File: src/rtl/program_loader.sv
`default_nettype none
// ============================================================================
// Module     : program_loader
// Description: Boot-time loader sitting directly upstream of the cpu. Takes a
//              program image as a byte stream (big-endian 16-bit word count N
//              followed by N big-endian 16-bit words), writes each word into
//              the cpu word memory and holds the cpu in reset until the whole
//              image has been committed.
// Ports      : clk, rst            - clock, asynchronous active-high reset
//              in_valid/in_data    - byte stream input
//              in_ready            - loader accepts a byte this cycle
//              mem_we/mem_addr/
//              mem_wdata           - one-cycle word write strobe to cpu memory
//              cpu_rst             - cpu reset, high until load completes
//              done / error        - image loaded / header count too large
//              words_loaded        - number of words written so far
// Revision   : 1.0 - initial release
// ============================================================================
module program_loader #(
    parameter int MEMORY_SIZE = 32,
    parameter int ADDR_WIDTH  = $clog2(MEMORY_SIZE)
) (
    input  logic                  clk,
    input  logic                  rst,
    input  logic                  in_valid,
    input  logic [7:0]            in_data,
    output logic                  in_ready,
    output logic                  mem_we,
    output logic [ADDR_WIDTH-1:0] mem_addr,
    output logic [15:0]           mem_wdata,
    output logic                  cpu_rst,
    output logic                  done,
    output logic                  error,
    output logic [ADDR_WIDTH:0]   words_loaded
);

    localparam logic [2:0] S_LEN_HI  = 3'd0;
    localparam logic [2:0] S_LEN_LO  = 3'd1;
    localparam logic [2:0] S_DATA_HI = 3'd2;
    localparam logic [2:0] S_DATA_LO = 3'd3;
    // One-cycle gap after the final write so the write strobe has completed
    // before the cpu is released.
    localparam logic [2:0] S_FLUSH   = 3'd4;
    localparam logic [2:0] S_DONE    = 3'd5;
    localparam logic [2:0] S_ERROR   = 3'd6;

    logic [2:0]            state_q,        state_d;
    logic [15:0]           count_q,        count_d;
    logic [7:0]            byte_q,         byte_d;
    logic                  mem_we_q,       mem_we_d;
    logic [ADDR_WIDTH-1:0] mem_addr_q,     mem_addr_d;
    logic [15:0]           mem_wdata_q,    mem_wdata_d;
    logic                  cpu_rst_q,      cpu_rst_d;
    logic                  done_q,         done_d;
    logic                  error_q,        error_d;
    logic [ADDR_WIDTH:0]   words_loaded_q, words_loaded_d;

    logic                  w_ready;
    logic                  w_accept;
    logic [15:0]           w_len;
    logic [15:0]           w_next_words;

    assign w_ready      = (state_q == S_LEN_HI)  || (state_q == S_LEN_LO) ||
                          (state_q == S_DATA_HI) || (state_q == S_DATA_LO);
    assign w_accept     = in_valid && w_ready;
    assign w_len        = {byte_q, in_data};
    assign w_next_words = 16'(words_loaded_q) + 16'd1;

    always_comb begin
        state_d        = state_q;
        count_d        = count_q;
        byte_d         = byte_q;
        mem_we_d       = 1'b0;
        mem_addr_d     = mem_addr_q;
        mem_wdata_d    = mem_wdata_q;
        words_loaded_d = words_loaded_q;

        case (state_q)
            S_LEN_HI: begin
                if (w_accept) begin
                    byte_d  = in_data;
                    state_d = S_LEN_LO;
                end
            end
            S_LEN_LO: begin
                if (w_accept) begin
                    count_d = w_len;
                    if (w_len == 16'd0) begin
                        state_d = S_DONE;
                    end else if (w_len > 16'(MEMORY_SIZE)) begin
                        state_d = S_ERROR;
                    end else begin
                        state_d = S_DATA_HI;
                    end
                end
            end
            S_DATA_HI: begin
                if (w_accept) begin
                    byte_d  = in_data;
                    state_d = S_DATA_LO;
                end
            end
            S_DATA_LO: begin
                if (w_accept) begin
                    mem_we_d       = 1'b1;
                    mem_wdata_d    = w_len;
                    mem_addr_d     = words_loaded_q[ADDR_WIDTH-1:0];
                    words_loaded_d = words_loaded_q + (ADDR_WIDTH+1)'(1);
                    state_d        = (w_next_words == count_q) ? S_FLUSH : S_DATA_HI;
                end
            end
            S_FLUSH: begin
                state_d = S_DONE;
            end
            default: begin
                // DONE and ERROR are terminal; only rst leaves them.
                state_d = state_q;
            end
        endcase
    end

    // Status outputs are registered from the current state, which places the
    // release of cpu_rst one edge after the FSM reaches DONE.
    always_comb begin
        done_d    = (state_q == S_DONE);
        error_d   = (state_q == S_ERROR);
        cpu_rst_d = (state_q != S_DONE);
    end

    always_ff @(posedge clk or posedge rst) begin
        if (rst) begin
            state_q        <= S_LEN_HI;
            count_q        <= 16'd0;
            byte_q         <= 8'd0;
            mem_we_q       <= 1'b0;
            mem_addr_q     <= '0;
            mem_wdata_q    <= 16'd0;
            cpu_rst_q      <= 1'b1;
            done_q         <= 1'b0;
            error_q        <= 1'b0;
            words_loaded_q <= '0;
        end else begin
            state_q        <= state_d;
            count_q        <= count_d;
            byte_q         <= byte_d;
            mem_we_q       <= mem_we_d;
            mem_addr_q     <= mem_addr_d;
            mem_wdata_q    <= mem_wdata_d;
            cpu_rst_q      <= cpu_rst_d;
            done_q         <= done_d;
            error_q        <= error_d;
            words_loaded_q <= words_loaded_d;
        end
    end

    assign in_ready     = w_ready;
    assign mem_we       = mem_we_q;
    assign mem_addr     = mem_addr_q;
    assign mem_wdata    = mem_wdata_q;
    assign cpu_rst      = cpu_rst_q;
    assign done         = done_q;
    assign error        = error_q;
    assign words_loaded = words_loaded_q;

endmodule
`default_nettype wire

File: config.mk
export PLATFORM = sky130hd
export DESIGN_NAME = program_loader
export DESIGN_NICKNAME = d
export VERILOG_FILES = /design/src/rtl/program_loader.sv
export SDC_FILE = /design/constraint.sdc
export NUM_CORES = 1
export LEC_CHECK = 0
export ABC_CLOCK_PERIOD_IN_PS = 3040
export BUFFER_PORTS_ARGS = -buffer_cell sky130_fd_sc_hd__buf_4
export CORE_ASPECT_RATIO = 0.8
export CORE_UTILIZATION = 23
export DETAILED_ROUTE_END_ITERATION = 12
export PLACE_DENSITY = 0.48
export RECOVER_POWER = 25
export SLEW_MARGIN = 5
export SYNTH_ARGS = -nofsm -noshare
export SYNTH_HDL_FRONTEND = slang
export SYNTH_SLANG_ARGS = --single-unit
File: constraint.sdc
create_clock -name clk -period 3.04 [get_ports clk]
set_input_delay 0.456 -clock clk [delete_from_list [all_inputs] [get_ports clk]]
set_output_delay 0.456 -clock clk [all_outputs]
set_load 0.02 [all_outputs]
# ---- After elaboration in Yosys (flattened, before gate mapping)
# Cells that the tools add are included.
dict set report word_totals {
  rom_bits 0
  output_inout_bits 32
  mem_count 0
  reg_bits 58
  latchBits 0
  wordCells 47
  mem_bits_rw 0
}
dict set report classes {
  addsub 2
  div 0
  n_reduce_logical 12
  muxes 10
  n_eq_ne 12
  n_bitwise 0
  multipliers 0
  order_cmp 1
  shift 0
}
# operator n
set op_table {}
lappend op_table {{$mux 3} 7}
lappend op_table {{$eq 7x16->1} 1}
lappend op_table {{$gt 16x6->1 const B} 1}
lappend op_table {{$logic_not 16->1} 1}
lappend op_table {{$pmux 3 s5} 1}
lappend op_table {{$eq 3x3->1 const B} 3}
lappend op_table {{$ne 2x2->1 const B} 4}
lappend op_table {{$add 6x1->7 const B} 1}
lappend op_table {{$add 6x1->6 const B} 1}
lappend op_table {{$eq 3x2->1 const B} 2}
lappend op_table {{$reduce_and 2->1} 3}
lappend op_table {{$reduce_and 5->1} 1}
lappend op_table {{$reduce_bool 5->1} 1}
lappend op_table {{$eq 3x1->1 const B} 1}
lappend op_table {{$logic_not 3->1} 1}
lappend op_table {{$logic_or 1x1->1} 3}
lappend op_table {{$ne 3x3->1 const B} 1}
lappend op_table {{$mux 1} 2}
lappend op_table {{$reduce_or 2->1} 1}
lappend op_table {{$logic_and 1x1->1} 1}

# ---- Logic depth before layout (Yosys ltp)
# Gate-level depths: netlist (run 1).
dict set report depth {
  word_depth 7
  ltp_mapped 6
}

# ---- Worst setup path before layout (run 1)
# OpenSTA, ideal clock, no wires.
dict set report synth_timing {
  path_type {register to register}
  startpoint {reg words_loaded_q[0], in the netlist words_loaded[0]}
  endpoint {reg state_q[2]}
  t_required_ns 2.920
  stages_incl_launch_ff 7
  arrival_ns 1.627
  setup_slack_ns 1.292
  n_path_buf 0
  setup_ns 0.120
  path_cell_list {dfrtp_1 > ha_1 > nor3b_1 > o21ai_0 > o21ai_0 > o2111a_1 > a41o_1}
}
dict set report synth_via {
  elab_chain_cells 5
}
# element line_no
set synth_rtl {}
lappend synth_rtl {{start: declaration} 56} ;# logic [ADDR_WIDTH:0] words_loaded_q, words_loaded_d;
lappend synth_rtl {{start signal: assignment} 152} ;# words_loaded_q <= words_loaded_d;
lappend synth_rtl {{$add 6x1->7} 67} ;# assign w_next_words = 16'(words_loaded_q) + 16'd1;
lappend synth_rtl {{$eq 7x16->1} 109} ;# state_d = (w_next_words == count_q) ? S_FLUSH : S_DATA_HI;
lappend synth_rtl {{$mux 3} 109}
lappend synth_rtl {{$mux 3} 104} ;# if (w_accept) begin
lappend synth_rtl {{$pmux 3 s5} 78} ;# case (state_q)
lappend synth_rtl {{end signal: assignment} 143} ;# state_q <= state_d;
lappend synth_rtl {{end: declaration} 47} ;# logic [2:0] state_q, state_d;
# Every way passes these cells. The select of a mux whose other input is x is not followed.
# A chain may end at the register's enable or synchronous reset.

# ---- Final worst setup path (run 1)
dict set report layout_timing {
  startpoint {reg state_q[2]}
  endpoint {reg mem_wdata_q[5], in the netlist mem_wdata[5]}
}
dict set report layout_via {
  elab_chain_cells 6
  word_cells_on_any_way 9
}
# element line_no
set layout_rtl {}
lappend layout_rtl {{$eq 3x1->1 or $logic_not 3->1 (tied branches)} 63} ;# assign w_ready = (state_q == S_LEN_HI) || (state_q == S_LEN_LO) ||
lappend layout_rtl {{$logic_or 1x1->1 (2 in series)} 63}
lappend layout_rtl {{$logic_or 1x1->1} 64} ;# (state_q == S_DATA_HI) || (state_q == S_DATA_LO);
lappend layout_rtl {{$logic_and 1x1->1} 65} ;# assign w_accept = in_valid && w_ready;
lappend layout_rtl {{$reduce_and 2->1 (no source line) (*)} n/a}
lappend layout_rtl {{end signal: assignment} 148} ;# mem_wdata_q <= mem_wdata_d;
lappend layout_rtl {{end: declaration} 52} ;# logic [15:0] mem_wdata_q, mem_wdata_d;
# Mark *: on every way between the ends. The rest lies on a longest branch, timed or not.

==> flow_summary_export.csv, run 1 <==
group,metric,value,unit
synth,ys_seq_area_share,59.8,%
sta,finalClockSkew,0.00543,ns
global_route,overflow,0,
route,wl_per_cell,14.2,um
sta,finalHoldViolations,0,
sta,fmaxAchievable,490,MHz
global_route,grt_pass1_vias,1551,
synth,async_flop_share,100,%
synth,ys_warn_count,0,
sta,worst_pin_slew,1.69,ns
final_layout,nets,237,
worst_setup_path,endpoint_kind,"flip-flop",
route,drc_errors,0,
floorplan,fp.dieH,94.0,um
cts,cts_tree,"done",
synth,syn_avg_cell_area,13.9,um2
route,viasPerCell,4.14,
worst_setup_path,critical_path.top_delay_family,"simple AND/OR/NAND/NOR gates",
cts,numCtsBuffers,9,
synth,syn_inst,175,
route,antenna_left,0,
cts,cts_resized,0,
worst_setup_path,critical_path_required,3.24,ns
route,vias,1525,
cts,cts.sinks,58,
placed_design,io_buffers,42,
synth,synth-edff-count,0,
outcome,outcome,"finished, violations left",
sta,slew-limit-headroom,-13.0,%
cts,clkSlewWorstSetupHoldPaths,0.04,ns
cts,postCtsSetupRepairBufs,0,
final_layout,diodes,0,
floorplan,coreArea,10300,um2
sta,period_share,67.2,%
worst_setup_path,crit_fanout,18,
sta,rsz0062_at_grt,"false",
floorplan,die-width,117,um
global_route,antenna_found_initial,0,
sta,finalSetupViolations,0,
synth,yosysMostFrequentCell,"dfrtp_1",
power,power.density,1070,nW/um2
synth,synth_top_area_share,58.7,%
final_layout,area_growth,30.3,%
final_layout,final_core_util,30.8,%
synth,synth_cell_type_count,31,
sta,maxSlewViolCount,45,
worst_setup_path,cp_cell_sequence,"and3b_1 -> nand2_1 -> inv_2 -> mux2_2",
worst_setup_path,critPathArrivalTime,2.25,ns
route,dr.pass1.iters,4,
worst_setup_path,start_kind,"flip-flop",
route,first_iter_violations,89,
power,power_leakage,1.44,nW
route,drt_wl_total,5230,um
cts,htreeDepth,3,
cts,insertion_delay,0.33,ns
worst_setup_path,cp_slowest_stage_delay,0.45,ns
synth,synth-seq-cells,58,
power,p_total,0.00338,W
synth,synth_largest_area_cell,"dfrtp_1",
floorplan,ios,43,
floorplan,start_util,23.6,%
cts,max-clock-path-buffers,2,
sta,fin_crit,2.04,ns
sta,whs,0.401,ns
sta,fin_tns_setup,0,ns
job,maxCapViolations,1,
worst_setup_path,critPathKind,"flip-flop to flip-flop",
worst_setup_path,critPathBufInv,1,
synth,synth_common_cells,"57 x dfrtp_1, 45 x mux2_2, 10 x nand2_1",
synth,synthFlopType,"dfrtp_1",
global_route,grtUsageTotal,11.0,%
synth,synth_fp_nets,187,
floorplan,dieArea,11000,um2
synth,synth_area,2430,um2
global_route,grt_pass1_wl,8520,um
global_route,grt_max_degree,45,
placed_design,dpl.hpwl,3590,um
outcome,violations,"capacitance limit, slew limit",
worst_setup_path,cp_slowest_cell,"dfrtp_1",
hold_path,min_path_type,"primary input to flip-flop",
power,irDropWorstVdd,0.483,mV
floorplan,num_rows,33,
placed_design,gp_congestion,0.693,
worst_setup_path,rrSetupSlack,1.0,ns
final_layout,fillCellCount,1038,
final_layout,layout-drive-gt1-share,46.5,%
synth,synth_area_leaders,"dfrtp_1 59%, mux2_2 21%, xor2_1 2.9%, xnor2_1 2.2%, nand2_1 1.5%",
cts,hold_buffers,0,
cts,clockRootBuffer,"clkbuf_16",
[sequential cells by signal, indices dropped and copies added (netlist names), 3 cells and up]
register      flops
byte_q            8
count_q          16
mem_addr          5
mem_wdata        16
state_q           3
words_loaded      6
[worst reg2reg max path, stage by stage, from the launching register on]
cell and delay, ns:
dfrtp_1 0.45, and3b_1 0.32, nand2_1 0.31, inv_2 0.45, mux2_2 0.39
[through the flow]
stage                     cell area [um2]  instances  setup WS (ns)
final                                3170        368          0.998
after global routing                 3170        368          0.848
after CTS                            3170        368          0.985
after detailed placement             2910        354          0.966
after global placement               2910        354          0.997
after floorplan                      2430        175           1.16
[final timing paths]
kind	startpoint	endpoint	depth (start not counted)
max	state_q[2]$_DFFE_PP0P_	mem_wdata[5]$_DFFE_PP0P_	4
min	in_data[4]	mem_wdata[4]$_DFFE_PP0P_	2
max reg2reg	state_q[2]$_DFFE_PP0P_	mem_wdata[5]$_DFFE_PP0P_	4
min reg2reg	count_q[11]$_DFFE_PP0P_	count_q[11]$_DFFE_PP0P_	1
max in group asynchronous	rst	mem_wdata[9]$_DFFE_PP0P_	3
min in group asynchronous	rst	mem_addr[2]$_DFFE_PP0P_	2
[metal layers]
layer	up-vias	track usage (%)	part of all wire, %
met4	0	4.85	1.2
met3	7	5.35	6.6
met5	-	0	0
met1	759	14.2	50
li1	719	-	-
met2	40	15.2	42
[report_power, final]
group          internal (W)  leakage [nW]  switching (W)
clock              0.000562         0.123       0.000307
sequential          0.00111         0.716       0.000279
combinational      0.000598         0.602       0.000528
total               0.00227          1.44        0.00111
[cell usage in the layout (no fill, tap or decap)]
cell type and instances:
nand2_1 10, ha_1 1, clkbuf_4 1, mux2_2 45, nor2b_1 2, o2111a_1 1
or4_1 3, nor3b_2 2, clkbuf_16 9, and3b_1 1, nor2_1 6, inv_1 3
clkbuf_1 4, a41o_1 1, clkbuf_8 1, xnor2_1 6, dfstp_2 1, or2_2 1
nor4b_1 1, a31oi_1 1, a21o_1 1, inv_2 1, xor2_1 8, nor3b_1 1
or4_4 1, nor4_4 1, a21oi_1 1, dfrtp_1 57, nor3_1 2, nand3_1 5
buf_4 43, nor4_1 1, o21ai_0 5, nand3b_1 1
[cells by family after synthesis]
logic type | after synthesis | synth area share (%)
compound gates | 10 | 2.68
xor+xnor | 14 | 5.04
fa+ha+maj | 1 | 0.515
buf+inv | 9 | 1.60
flops | 58 | 59.8
mux | 45 | 20.8
simple gates | 38 | 9.57
[cell type report]
class / count / area, um2 / share of cell area (%)
well taps: 140 / 175 / 5.53
inverters: 4 / 15.0 / 0.474
clock buffers: 14 / 254 / 8.02
repair buffers: 44 / 330 / 10.4
flip-flops and latches: 58 / 1450 / 45.9
multi-input cells: 108 / 940 / 29.7
Note: power is estimated with default switching activity, not from simulation.
==> run 2: changes to the inputs <==
- ABC_AREA: default -> 1
- ABC_CLOCK_PERIOD_IN_PS: 3040 -> 1800
- PLACE_DENSITY: 0.48 -> 0.49
- clock period: 3.04 -> 1.8 ns (I/O delays scaled with it)
==> run 2 against run 1 <==
Compared with the run above:
- the flow now finishes without violations
- sequential cell count is the same
- critical path depth grew 8
- clock skew grew 0.00083 ns
- clock power grew 110%
- highest routed layer unchanged
==> flow_summary_export.csv, run 2 <==
group,metric,value,unit
outcome,outcome,"completed",
global_route,grt_max_degree,47,
placed_design,post-place-ws,0.133,ns
route,drc_errors,0,
floorplan,fp.dieH,98.4,um
power,irDropWorstVdd,0.520,mV
route,drt_wl_total,6030,um
route,antenna_left,0,
floorplan,die-width,122,um
cts,max-clock-path-buffers,2,
floorplan,dieArea,12100,um2
sta,finalHoldViolations,0,
synth,synthFlopType,"dfrtp_1",
final_layout,final_cells,506,
sta,rsz0062_at_grt,"false",
worst_setup_path,critical_path_required,2.02,ns
placed_design,gp_congestion,0.747,
placed_design,dpl.hpwl,4460,um
power,p_total,0.00343,W
worst_setup_path,endpoint_kind,"flip-flop",
worst_setup_path,cp_slowest_cell,"dfrtp_2",
final_layout,most-common-layout-cells,"91 x nand2_1, 56 x dfrtp_1, 47 x buf_4",
sta,fin_tns_setup,0,ns
synth,yosysMostFrequentCell,"nand2_1",
route,dr.pass1.iters,4,
worst_setup_path,critPathMostFrequentCell,"nand2_1",
floorplan,ios,43,
final_layout,area_growth,31.1,%
hold_path,min_path_type,"primary input to asynchronous set/reset pin",
route,vias,2038,
sta,fmaxAchievable,640,MHz
power,power_leakage,1.71,nW
final_layout,mostFrequentLayoutCell,"nand2_1",
cts,cts.sinks,58,
synth,synth_area,2670,um2
sta,setup_slack,0.238,ns
power,power.density,980,nW/um2
global_route,antenna_found_initial,0,
global_route,grtUsageTotal,11.7,%
synth,synthSimpleGateAreaFrac,22.7,%
route,wl_per_cell,11.9,um
final_layout,nets,369,
placed_design,dp.cells,490,
sta,slew-limit-headroom,41.3,%
route,viasPerCell,4.03,
cts,insertion_delay,0.32,ns
placed_design,io_buffers,42,
synth,synth_cell_type_count,26,
final_layout,fillCellCount,1172,
synth,synth_mux_area_share,0,%
worst_setup_path,start_kind,"flip-flop",
global_route,grt_pass1_vias,2107,
route,first_iter_violations,116,
cts,clockRootBuffer,"clkbuf_16",
synth,syn_inst,305,
synth,synth_largest_area_cell,"dfrtp_1",
synth,yosys.area_share.adder,0.468,%
synth,synth-edff-count,0,
synth,synth_top_area_share,53.4,%
worst_setup_path,crit_fanout,5,
synth,synth_top_family_by_area,"simple AND/OR/NAND/NOR gates",
worst_setup_path,cp_cell_sequence,"ha_4 -> inv_1 -> nand2_1 -> nand2_1 -> nor3_1 -> nand3_1 -> nor2_2 -> nand2_1 -> nand2_1 -> nand2_1 -> nand2_1 -> nand2_1",
synth,synth_area_leaders,"dfrtp_1 53%, nand2_1 13%, o21ai_2 7.5%, o21ai_0 5.6%, inv_1 5.5%",
sta,finalSetupViolations,0,
synth,ys_warn_count,0,
worst_setup_path,critical_path.top_delay_family,"simple AND/OR/NAND/NOR gates",
cts,htreeDepth,3,
worst_setup_path,cp_slowest_stage_delay,0.44,ns
synth,syn_avg_cell_area,8.76,um2
final_layout,diodes,0,
sta,period_share,86.8,%
floorplan,num_rows,34,
synth,synthXorXnorAreaFrac,0.328,%
cts,clkSlewWorstSetupHoldPaths,0.05,ns
cts,hold_buffers,0,
sta,whs,0.136,ns
sta,finalClockSkew,0.00626,ns
final_layout,layout-drive-gt1-share,29.3,%
cts,numCtsBuffers,9,
global_route,overflow,0,
cts,cts_tree,"done",
worst_setup_path,critPathBufInv,1,
worst_setup_path,critPathKind,"flip-flop to flip-flop",
synth,synth_fp_nets,317,
job,maxCapViolations,0,
floorplan,coreArea,11100,um2
sta,fin_crit,1.56,ns
synth,ys_seq_area_share,54.4,%
synth,async_flop_share,100,%
synth,synth-seq-cells,58,
synth,synth_common_cells,"91 x nand2_1, 57 x dfrtp_1, 39 x inv_1",
floorplan,start_util,24.1,%
sta,maxSlewViolCount,0,
sta,worst_pin_slew,0.880,ns
synth,synth_compound_area_share,13.9,%
global_route,grt_pass1_wl,10600,um
worst_setup_path,critPathArrivalTime,1.78,ns
[run 2: cell count changes in the layout (fill, tap and decap cells not counted), moves of 4 or more]
cell,change
buf_4,+4
clkbuf_1,-4
inv_1,+36
mux2_2,-45
nand2_1,+81
nand2_2,+5
nand3_1,+10
nor2_1,+9
o21ai_0,+25
o21ai_2,+23
xnor2_1,-6
xor2_1,-7
[run 2: path summary, 6_finish.rpt]
kind | startpoint | end | slack (ns) | cells past startpoint
hold / removal | rst | count_q[2]$_DFFE_PP0P_ | 0.14 | 2
min in group clk | in_data[2] | mem_wdata[2]$_DFFE_PP0P_ | 0.24 | 3
setup reg to reg | words_loaded[1]$_DFFE_PP0P_ | state_q[1]$_DFFE_PP0P_ | 0.24 | 12
setup / recovery | words_loaded[1]$_DFFE_PP0P_ | state_q[1]$_DFFE_PP0P_ | 0.24 | 12
max in group asynchronous | rst | words_loaded[1]$_DFFE_PP0P_ | 0.43 | 3
hold reg to reg | count_q[13]$_DFFE_PP0P_ | count_q[13]$_DFFE_PP0P_ | 0.48 | 2
[run 2: cell type report]
| cell class | count | area, um2 | area share, % |
|---|---|---|---|
| repair buffers | 49 | 365 | 10.4 |
| multi-input cells | 197 | 1020 | 29.0 |
| clock inverters | 3 | 45.0 | 1.29 |
| well taps | 144 | 180 | 5.15 |
| inverters | 42 | 160 | 4.57 |
| flip-flops and latches | 58 | 1450 | 41.5 |
| clock buffers | 13 | 280 | 8.01 |
[run 2: timing repair]
action | CTS | global route
setup endpoints to repair | 0 | 2
endpoints found under the hold margin | 0 | 0
buffers inserted | 0 | 0
gates resized for setup | 0 | 4
[run 2: power breakdown]
group	switching [W]	internal, W
clock network	0.000583	0.00122
logic	0.000159	0.000103
registers	0.0000264	0.00134
total	0.000768	0.00266
[run 2: stage by stage]
stage                     area [um2]  utilization (%)
after detailed placement        3170             28.6
after global routing            3500             31.5
after CTS                       3500             31.5
after global placement          3170             28.6
after floorplan                 2670                -
final                           3500             31.5
[run 2: routing by layer]
metal | vias to the layer above | wire length, um | GRT usage, %
met3 | 8 | 318 | 4.67
met4 | 0 | 110 | 4.50
met1 | 919 | 3270 | 17.2
li1 | 1067 | - | -
met2 | 44 | 2330 | 15.0
met5 | - | 0 | 0
[run 2: cell families (layout without fill, tap and decap cells)]
kind of cell             after synthesis  after routing
XOR/XNOR                               1              1
flip-flops                            58             58
adder cells (fa/ha/maj)                1              1
AO/OA/AOI/OAI                         56             56
buffers and inverters                 50            107
AND/OR/NAND/NOR                      139            139
==> run 3: changes to the inputs <==
- ABC_AREA: 1 -> default
- CORE_UTILIZATION: 23 -> 45
- PLACE_DENSITY: 0.49 -> 0.77
==> run 3 against run 2 <==
Compared with the run above:
- the run now ends with DRC left
- critical path depth down 7
- setup slack worse by 0.21 ns
- largest power group is now sequential cells
- maximum frequency down 12%
- via count down 22%
==> flow_summary_export.csv, run 3 (synthesized netlist as in run 1, its figures left out) <==
group,metric,value,unit
sta,fin_tns_setup,0,ns
placed_design,dpl.hpwl,3320,um
cts,cts_tree,"done",
final_layout,final_area,3120,um2
placed_design,io_buffers,42,
global_route,grt_max_degree,41,
sta,finalHoldViolations,0,
global_route,overflow,0,
hold_path,hold_depth,2,
worst_setup_path,reg2reg_to,"state_q[0]$_DFFE_PP0P_",
worst_setup_path,cp_slowest_stage_delay,0.51,ns
route,antenna_left,0,
sta,period_share,98.4,%
worst_setup_path,critical_path_required,2.07,ns
global_route,grt_pass1_wl,7920,um
global_route,grtUsageTotal,19.1,%
route,viasPerCell,5.26,
final_layout,area_growth,28.3,%
power,power_leakage,1.47,nW
hold_path,holdPathEnd,"count_q[6]$_DFFE_PP0P_",
cts,clockRootBuffer,"clkbuf_8",
worst_setup_path,critPathArrivalTime,2.04,ns
final_layout,layout-drive-gt1-share,51.2,%
final_layout,diodes,0,
sta,maxSlewViolCount,0,
sta,whs,0.189,ns
route,vias,1599,
global_route,use_met2,28.9,%
global_route,met3_usage,7.46,%
worst_setup_path,endpoint_kind,"flip-flop",
worst_setup_path,start_kind,"flip-flop",
worst_setup_path,critPathKind,"flip-flop to flip-flop",
floorplan,dieArea,5700,um2
worst_setup_path,cp_cell_sequence,"or4_4 -> nor4_4 -> nand2_1 -> o21ai_0 -> nor3b_2",
final_layout,most-common-layout-cells,"57 x dfrtp_1, 51 x buf_4, 45 x mux2_2",
power,power.density,1780,nW/um2
floorplan,fp.dieH,67.7,um
worst_setup_path,r2r_start,"byte_q[7]$_DFFE_PP0P_",
sta,slew-limit-headroom,49.1,%
job,maxCapViolations,0,
cts,htreeDepth,3,
placed_design,gp_congestion,0.797,
floorplan,ios,43,
sta,finalClockSkew,0.00918,ns
route,wl_per_cell,16.0,um
route,first_iter_violations,66,
route,dr.pass1.iters,8,
sta,fmaxAchievable,565,MHz
worst_setup_path,critical_path.top_delay_family,"simple AND/OR/NAND/NOR gates",
floorplan,num_rows,23,
cts,cts.sinks,58,
global_route,grt_busiest_layer,"met2",
sta,finalSetupViolations,0,
floorplan,start_util,47.7,%
cts,insertion_delay,0.34,ns
global_route,antenna_found_initial,0,
outcome,violations,"DRC",
cts,max-clock-path-buffers,2,
placed_design,dpl_cell_area,2900,um2
sta,fin_crit,1.77,ns
route,drt_wl_total,4870,um
worst_setup_path,crit_fanout,3,
floorplan,die-width,84.2,um
floorplan,coreArea,5090,um2
worst_setup_path,critPathBufInv,0,
global_route,grt_pass1_vias,1605,
hold_path,hold_start,"in_data[6]",
worst_setup_path,r2r_cells,5,
outcome,outcome,"finished, violations left",
hold_path,min_path_type,"primary input to flip-flop",
sta,worst_pin_slew,0.763,ns
global_route,grt_use_met1,25.5,%
final_layout,mostFrequentLayoutCell,"dfrtp_1",
cts,numCtsBuffers,9,
route,drc_errors,9,
worst_setup_path,rrSetupSlack,0.03,ns
cts,clkSlewWorstSetupHoldPaths,0.07,ns
final_layout,nets,249,
power,p_total,0.00555,W
power,irDropWorstVdd,1.09,mV
worst_setup_path,cp_slowest_cell,"or4_4",
run 3: changes by cell type in the layout (fill, tap and decap cells not counted), moves of 7 or more:
cell / before / now
mux2_2: 0 / 45
xor2_1: 1 / 8
o21ai_2: 23 / 0
inv_1: 39 / 3
o21ai_0: 30 / 5
nand3_1: 15 / 5
clkbuf_16: 9 / 0
nor2_1: 15 / 6
nand2_1: 91 / 10
run 3: where the power goes:
| part | switching, W | internal, W |
|---|---|---|
| Clock | 0.000517 | 0.000629 |
| Sequential | 0.000433 | 0.00187 |
| Combinational | 0.000990 | 0.00111 |
run 3: worst max-delay path by stage:
| stage | startpoint | endpoint | slack, ns | depth (start not counted) |
|---|---|---|---|---|
| after floorplan | words_loaded[0]$_DFFE_PP0P_ | state_q[2]$_DFFE_PP0P_ | 0.05 | 6 |
| after global placement | byte_q[7]$_DFFE_PP0P_ | state_q[0]$_DFFE_PP0P_ | 0.08 | 5 |
| after detailed placement | byte_q[2]$_DFFE_PP0P_ | state_q[2]$_DFFE_PP0P_ | 0.04 | 5 |
| after CTS | byte_q[2]$_DFFE_PP0P_ | state_q[0]$_DFFE_PP0P_ | 0.02 | 5 |
| after global routing | words_loaded[0]$_DFFE_PP0P_ | state_q[1]$_DFFE_PP0P_ | -0.02 | 6 |
| final | byte_q[7]$_DFFE_PP0P_ | state_q[0]$_DFFE_PP0P_ | 0.03 | 5 |
run 3: cell type report:
class	count	area (um2)
flip-flops and latches	58	1450
clock buffers	10	128
multi-input cells	108	958
well taps	62	77.6
clock inverters	6	57.6
fillers	423	1980
repair buffers	56	428
inverters	4	16.3
run 3: layer usage:
layer	wire, um	vias up	share of wire [%]
li1	-	746	-
met2	2170	53	45
met3	277	8	5.7
met1	2380	792	49
met4	45	0	0.92
met5	0	-	0
run 3: timing repair:
item / CTS / global route
hold endpoints to repair: 17 / 0
hold buffers: 1 / 0
setup buffers: 0 / 2
setup endpoints to repair: 0 / 3
gates resized for setup: 0 / 5
run 3: stage by stage:
stage,util (%),worst slack (ns),instances
5_1_grt,61.2,-0.0213,304
3_3_place_gp,56.8,0.0811,285
6_report,61.2,0.0295,304
3_5_place_dp,56.8,0.0380,285
4_1_cts,60.7,0.0227,302
2_1_floorplan,-,0.0522,175
